--- config.mk ---
export PLATFORM = sky130hd
export DESIGN_NAME = cache_mem_arbiter
export DESIGN_NICKNAME = d
export VERILOG_FILES = /design/src/rtl/cache_pkg.sv /design/src/rtl/cpu_types_pkg.sv /design/src/rtl/cache_mem_arbiter.sv
export SDC_FILE = /design/constraint.sdc
export NUM_CORES = 1
export LEC_CHECK = 0
export CORE_AREA = 5 5 100 102
export CTS_BUF_LIST = sky130_fd_sc_hd__clkbuf_4 sky130_fd_sc_hd__clkbuf_8 sky130_fd_sc_hd__clkbuf_16
export CTS_CLUSTER_SIZE = 10
export DETAILED_ROUTE_END_ITERATION = 16
export DIE_AREA = 0 0 105 107
export PLACE_DENSITY = 0.72
export SYNTH_ARGS = -nofsm -noshare
export SYNTH_HDL_FRONTEND = slang
export SYNTH_SLANG_ARGS = --single-unit
--- constraint.sdc ---
create_clock -name CLK -period 5.4 [get_ports CLK]
set_clock_uncertainty 0.05 [all_clocks]
set_input_delay 1.08 -clock CLK [delete_from_list [all_inputs] [get_ports CLK]]
set_output_delay 1.08 -clock CLK [all_outputs]
set_load 0.01 [all_outputs]
--- src/rtl/cache_pkg.sv ---
// Cache-subsystem types: arbiter grant states.
package cache_pkg;
   typedef enum logic [1:0] {ARB_IDLE, ARB_D, ARB_I} arb_state_t;
endpackage

--- src/rtl/cpu_types_pkg.sv ---
// Shared CPU-side types: machine word and the RAM controller status encoding.
package cpu_types_pkg;
   typedef logic [31:0] word_t;
   typedef enum logic [1:0] {FREE, BUSY, ACCESS, ERROR} ramstate_t;
endpackage

--- src/rtl/cache_mem_arbiter.sv ---
// Arbitrates icache/dcache onto the single RAM port; dcache priority with an icache starvation guard.
// Optional ARB_STATS_EN adds completion and starvation-pick counters.
//
// state    | meaning
// ARB_IDLE | no grant held; pick combinationally and drive RAM this cycle
// ARB_D    | dcache granted, held until ACCESS or abort
// ARB_I    | icache granted, held until ACCESS or abort
module cache_mem_arbiter
   import cpu_types_pkg::*;
   import cache_pkg::*;
#(
   parameter int STARVE_LIMIT = 8
) (
   input  logic      CLK,
   input  logic      nRST,
   input  logic      iREN,
   input  word_t     iaddr,
   output word_t     iload,
   output logic      iwait,
   input  logic      dREN,
   input  logic      dWEN,
   input  word_t     daddr,
   input  word_t     dstore,
   output word_t     dload,
   output logic      dwait,
   output logic      ramREN,
   output logic      ramWEN,
   output word_t     ramaddr,
   output word_t     ramstore,
   input  word_t     ramload,
   input  ramstate_t ramstate
`ifdef ARB_STATS_EN
   ,
   output logic [31:0] stat_dgrant,
   output logic [31:0] stat_igrant,
   output logic [31:0] stat_starve
`endif
);

   arb_state_t state, next_state;
   logic [7:0] starve_cnt;
   logic       d_req, starve_hit, access;
   logic       sel_d, sel_i;

   assign d_req      = dREN | dWEN;
   assign starve_hit = (starve_cnt >= 8'(STARVE_LIMIT));
   assign access     = (ramstate == ACCESS);
   assign iload      = ramload;
   assign dload      = ramload;

   always_ff @(posedge CLK or negedge nRST) begin
      if (!nRST) begin
         state      <= ARB_IDLE;
         starve_cnt <= '0;
      end else begin
         state <= next_state;
         if (!iREN)
            starve_cnt <= '0;
         else if (sel_i) begin
            if (access)
               starve_cnt <= '0;
         end else if (!starve_hit)
            starve_cnt <= starve_cnt + 8'd1;
      end
   end

   always_comb begin
      next_state = state;
      sel_d      = 1'b0;
      sel_i      = 1'b0;
      ramREN     = 1'b0;
      ramWEN     = 1'b0;
      ramaddr    = '0;
      ramstore   = '0;
      iwait      = 1'b1;
      dwait      = 1'b1;

      unique case (state)
         ARB_IDLE: begin
            if (iREN && starve_hit) sel_i = 1'b1;
            else if (d_req)         sel_d = 1'b1;
            else if (iREN)          sel_i = 1'b1;
         end
         ARB_D:   sel_d = d_req;
         ARB_I:   sel_i = iREN;
         default: ;
      endcase

      if (sel_d) begin
         ramaddr = daddr;
         if (dWEN) begin
            ramWEN   = 1'b1;
            ramstore = dstore;
         end else begin
            ramREN = 1'b1;
         end
         dwait = !access;
      end else if (sel_i) begin
         ramaddr = iaddr;
         ramREN  = 1'b1;
         iwait   = !access;
      end

      unique case (state)
         ARB_IDLE: begin
            if (!access) begin
               if (sel_d)      next_state = ARB_D;
               else if (sel_i) next_state = ARB_I;
            end
         end
         ARB_D, ARB_I: begin
            // dropping the request before ACCESS abandons the grant
            if (!(sel_d || sel_i) || access) next_state = ARB_IDLE;
         end
         default: next_state = ARB_IDLE;
      endcase

      // outputs follow reset immediately, not at the next edge
      if (!nRST) begin
         ramREN   = 1'b0;
         ramWEN   = 1'b0;
         ramaddr  = '0;
         ramstore = '0;
         iwait    = 1'b1;
         dwait    = 1'b1;
      end
   end

`ifdef ARB_STATS_EN
   always_ff @(posedge CLK or negedge nRST) begin
      if (!nRST) begin
         stat_dgrant <= '0;
         stat_igrant <= '0;
         stat_starve <= '0;
      end else begin
         if (sel_d && access) stat_dgrant <= stat_dgrant + 32'd1;
         if (sel_i && access) stat_igrant <= stat_igrant + 32'd1;
         if (state == ARB_IDLE && iREN && starve_hit) stat_starve <= stat_starve + 32'd1;
      end
   end
`endif

endmodule

==> flow_metrics.tcl <==
set metrics [dict create \
    grt_pass1_vias 1995 \
    synth-async-reset-ratio_pct 100 \
    grt_max_degree 34 \
    leakage_nw 1.24 \
    worstPathArrival_ns 3.51 \
    grt-ovfl-total 0 \
    wl_um 7540 \
    cts_hold_buf 0 \
    crit_type "in2out" \
    hold_end "starve_cnt[6]" \
    antenna_cells 0 \
    die_y_um 107 \
    synth_common_cells "buf_4, and2_1, a22o_2" \
    htreeDepth 1 \
    die_w_um 105 \
    vias 1913 \
    status "finished, final reports clean" \
    cts_made_buffers 3 \
    rows 35 \
    max-slew-margin-rel_pct 61.6 \
    whs_path_depth 1 \
    mappedNetlistArea_mm2 0.00181 \
    internal-power_mw 0.446 \
    place_congestion 0.800 \
    ant_nets 0 \
    setup-violations-final 0 \
    setup_ws_ns 0.758 \
    clkTransAtPathRegs_ns 0.04 \
    track_usage_pct 12.0 \
    layout-drive-gt1-share_pct 12.0 \
    power_density_mw_per_mm2 228 \
    syn_avg_cell_area_um2 8.17 \
    nets 466 \
    cp-end-kind "output pin" \
    via_per_inst 4.40 \
    grt_pass1_wl_um 11200 \
    cts_buffer_depth 2 \
    power_frac_seq_pct 13.7 \
    synth-seq-area-share_pct 13.8 \
    preCtsSetupSlack_ns 0.743 \
    synth_warnings 0 \
    crit_fanout 33 \
    worstPathCellList "clkdlybuf4s50_1 > nor2_1 > inv_1 > a211oi_4 > buf_4 > a22o_1 > clkdlybuf4s50_1" \
    avgRoutedWirePerCell_um 17.3 \
    drv_cap 0 \
    ios 267 \
    min_from "starve_cnt[6]" \
    critPathMostFrequentCell "clkdlybuf4s50_1" \
    synthDistinctLibCells 37 \
    ys_top_cells_by_area "buf_4, a22o_2, dfrtp_1" \
    fmax_mhz 215 \
    drc 0 \
    initial_core_util_pct 20.1 \
    slew_violations 0 \
    dieArea_mm2 0.0112 \
    post_cts_buffers 0 \
    cts.sinks 10 \
    reg2reg_depth 6 \
    core-area_mm2 0.00902 \
    post-route-period-util_pct 86.0 \
    dr.first_iter.drc_count 100 \
    root_buffer "clkbuf_8" \
    synth_enable_flop_cells 0 \
    synth_cells 222 \
    synth_ff_type "dfrtp_1" \
    worstPathRequired_ns 4.27 \
    rsz0062_at_grt "false" \
    r2r_setup_slack_ns 3.28 \
    cpPeakStageDelay_ns 0.59 \
    synth_top_area_cell "buf_4" \
    hold_violations 0 \
    clockPowerShare_pct 10.9 \
    area_growth_syn_to_layout_pct 75.8 \
    antenna_found_initial 0 \
    post-synth-top-count-cell "buf_4" \
    portBuffers 170 \
    switching_power_mw 0.281 \
    power_frac_comb_pct 75.4 \
    dr.pass1.iters 4 \
    crit_slowest_cell "clkdlybuf4s50_1" \
    irDropWorstVdd_uv 155 \
    min_path_type "reg2reg" \
    reg2reg_to "state[0]" \
    fin_tns_setup_ns 0 \
    synth_top_area_share_pct 26.5 \
    worst_pin_slew_ns 0.571 \
    p_sw_share_pct 38.7 \
    clkLatencyLatePin_ns 0.24 \
    dp_hpwl_um 6340 \
    synth_fp_nets 362 \
    power_mw 0.727 \
    cts_tree "yes" \
    cts-resized-gates 0 \
    crit_path_start_kind "primary input" \
    layout_min_cycle_time_ns 4.64 \
    worstReg2RegStart "state[0]" \
    ys_ff_latch 10 \
]
-- worst max-delay path, delay by kind of cell --
family / cells / cell delay, ns
AO/OA/AOI/OAI: 2 / 0.41
buffers and inverters: 4 / 1.57
AND/OR/NAND/NOR: 1 / 0.44
-- cell families (layout without fill, tap and decap cells) --
group                    after synthesis  after routing  synth area share (%)
AO/OA/AOI/OAI                         56             56                  27.1
adder cells (fa/ha/maj)                5              5                  3.45
buffers and inverters                 87            189                  32.8
flip-flops                            10             10                  13.8
multiplexers                           2              2                  1.10
AND/OR/NAND/NOR                       62             62                  21.8
-- metal layers --
layer  share of wire (%)  up-vias  track usage [%]
met4                0.56        0             2.10
met5                   0        -                0
met3                  11        5             5.00
met1                  39      852             14.5
li1                    -      913                -
met2                  50      143             20.3
-- stage by stage --
| step | util [%] | std cells | hold WS [ns] | cell area (um2) |
|---|---|---|---|---|
| floorplan | - | 222 | 0.405 | 1810 |
| global placement | 34.9 | 432 | 0.432 | 3150 |
| detailed placement | 34.9 | 432 | 0.436 | 3150 |
| CTS | 35.3 | 435 | 0.452 | 3190 |
| global route | 35.3 | 435 | 0.492 | 3190 |
| finish | 35.3 | 435 | 0.444 | 3190 |
-- worst max-delay path by stage --
| stage | from | to | cells after the start |
|---|---|---|---|
| final | dREN | ramaddr[1] | 7 |
| after global routing | dWEN | ramaddr[1] | 7 |
| after CTS | dWEN | ramaddr[1] | 7 |
| after detailed placement | dWEN | ramaddr[1] | 7 |
| after global placement | dWEN | ramaddr[1] | 7 |
| after floorplan | dREN | ramaddr[7] | 5 |
-- cells in the final DEF (no fill, tap or decap), types with 3 or more instances in the layout --
cell type        instances
dfrtp_1                 10
and2_1                  32
nand3_1                  3
nor2_1                   7
ha_1                     5
a22o_1                   4
o21ai_0                  4
inv_1                   12
buf_4                    4
clkdlybuf4s50_1        170
a22o_2                  28
o211ai_1                 5
a21oi_1                  4
nor2b_1                  4
or3_1                    3
clkbuf_8                 3
-- power by group through the flow --
stage / Clock [mW] / Sequential (mW) / Combinational, mW
floorplan: 0 / 0.0969 / 0.319
global placement: 0 / 0.0987 / 0.542
detailed placement: 0 / 0.100 / 0.550
CTS: 0.0820 / 0.0990 / 0.554
global route: 0.0866 / 0.100 / 0.590
finish: 0.0794 / 0.0996 / 0.548
-- flip-flops by register name (all words and copies together), names as in the netlist --
name	flops
starve_cnt	8
state	2
-- final cells by class --
type                            instances  area, um2
Fill cell                             932       5830
Multi-Input combinational cell        125        981
Inverter                               12       45.0
Clock buffer                            3       41.3
Timing Repair Buffer                  174       1730
Sequential cell                        10        250
Tap cell                              111        139
Note: power is estimated with default switching activity, not from simulation.
==> RTL change (same settings) <==
Build with the macro `ARB_STATS_EN` defined.
--- a/src/rtl/cache_mem_arbiter.sv
+++ b/src/rtl/cache_mem_arbiter.sv
@@ -7,2 +7,4 @@
 // ARB_I    | icache granted, held until ACCESS or abort
+`define ARB_STATS_EN
+
 module cache_mem_arbiter
Function (old outputs only; new: stat_dgrant, stat_igrant and stat_starve): kept (Yosys induction, for registers that start in step).
==> RTL change against the original RTL <==
Power grew to 3.1 times the old value. Wire length grew to 4.2 times the old value. Design area grew to 2.7 times the old value. Synthesized area grew to 3.4 times the old value. First-iteration DRC count grew to 9.6 times the old value. Fmax shrank 9.8%. Highest routed layer is now met5. Setup slack lost 0.51 ns. Sequential cell count grew 96. Critical endpoint is now ramaddr[12]. Largest cell class is now multi-input gates.
==> RTL change: results (changes against the original RTL) <==
outcome:
  status: "finished clean"  # unchanged
global_route:
  grt_max_degree: 51  # was 34
  grt_pass1_vias: 6962  # was 1995
  antenna_found_initial: 3  # was 0
  grt_pass1_wl_um: 46700  # was 11200 um
drt:
  met2_length_um: 14100  # was 3740 um
  avgRoutedWirePerCell_um: 34.4  # was 17.3 um
  wl_met1_um: 8860  # was 2960 um
  wl_um: 31900  # was 7540 um
  vias: 6752  # was 1913
  routed-wl-met3_um: 5030  # was 798 um
yosys:
  syn_avg_cell_area_sq_um: 10.2  # was 8.17 sq um
  yosys-top-cells-count: "dfrtp_1, buf_4, xnor2_1"  # was buf_4, and2_1, a22o_2
  ys_seq_area_share_pct: 43.2  # was 13.8%
  synth_cell_types: 56  # was 37
timing:
  worst_slew_pin_slew_ns: 0.917  # was 0.571 ns
  holdWs_ns: 0.430  # was 0.444 ns
placed_design:
  portBuffers: 266  # was 170
  dp_hpwl_um: 22000  # was 6340 um
  place_ws_ns: 0.556  # was 0.743 ns
  gp_congestion: 0.962  # was 0.800
layout:
  layout.nets: 952  # was 466
  drive_above_1_share_pct: 5.41  # was 12.0%
pwr:
  vdd_drop_max_mv: 0.192  # was 0.155 mV
critical_path:
  worst_ep_arrival_time_ns: 4.02  # was 3.51 ns
cts:
  clk_pin_slew_ns: 0.11  # was 0.04 ns
  clkLatencyLatePin_ns: 0.39  # was 0.24 ns
## RTL change: cell types whose count changed after synthesis, moves of 29 or more
cell | before | now
dfrtp_1 | 10 | 106
xnor2_1 | 0 | 62
nand2_1 | 2 | 44
xor2_1 | 0 | 31
nand3_1 | 3 | 32
nand4_1 | 0 | 29
## RTL change: final cells by class
type                            count  area (sq um)
Multi-Input combinational cell    404          2870
Timing Repair Buffer              273          2710
Sequential cell                   106          2650
Fill cell                         217           405
Tap cell                          111           139
Clock buffer                       10           138
Inverter                           15          56.3
Clock inverter                      6          47.5
Antenna cell                        2          5.00
## RTL change: cells by family after synthesis
group / count (synthesis) / share of synthesized area, %
mux: 3 / 0.530
buf+inv: 94 / 10.2
simple gates: 237 / 22.3
compound gates: 63 / 8.91
fa+ha+maj: 8 / 1.63
flops: 106 / 43.2
xor+xnor: 93 / 13.3
## RTL change: metal layers
| metal | global-route usage (%) | vias to the layer above |
|---|---|---|
| met3 | 30.4 | 323 |
| met2 | 86.3 | 835 |
| met1 | 54.8 | 3134 |
| met4 | 46.8 | 4 |
| li1 | - | 2456 |
| met5 | 10.0 | - |
## RTL change: final timing paths
check,startpoint,end,depth (start not counted)
min in group asynchronous,nRST,state[0],1
min reg2reg,stat_dgrant[31],stat_dgrant[31],1
max,iREN,ramaddr[12],8
min,stat_dgrant[31],stat_dgrant[31],1
max in group asynchronous,nRST,stat_dgrant[2],3
max reg2reg,state[0],stat_igrant[29],7
## RTL change: power groups by stage
stage | clock [uW] | combinational, uW | sequential, uW
finish | 493 | 877 | 909
global route | 510 | 905 | 912
global placement | 0 | 769 | 902
CTS | 479 | 844 | 902
floorplan | 0 | 411 | 906
detailed placement | 0 | 810 | 911
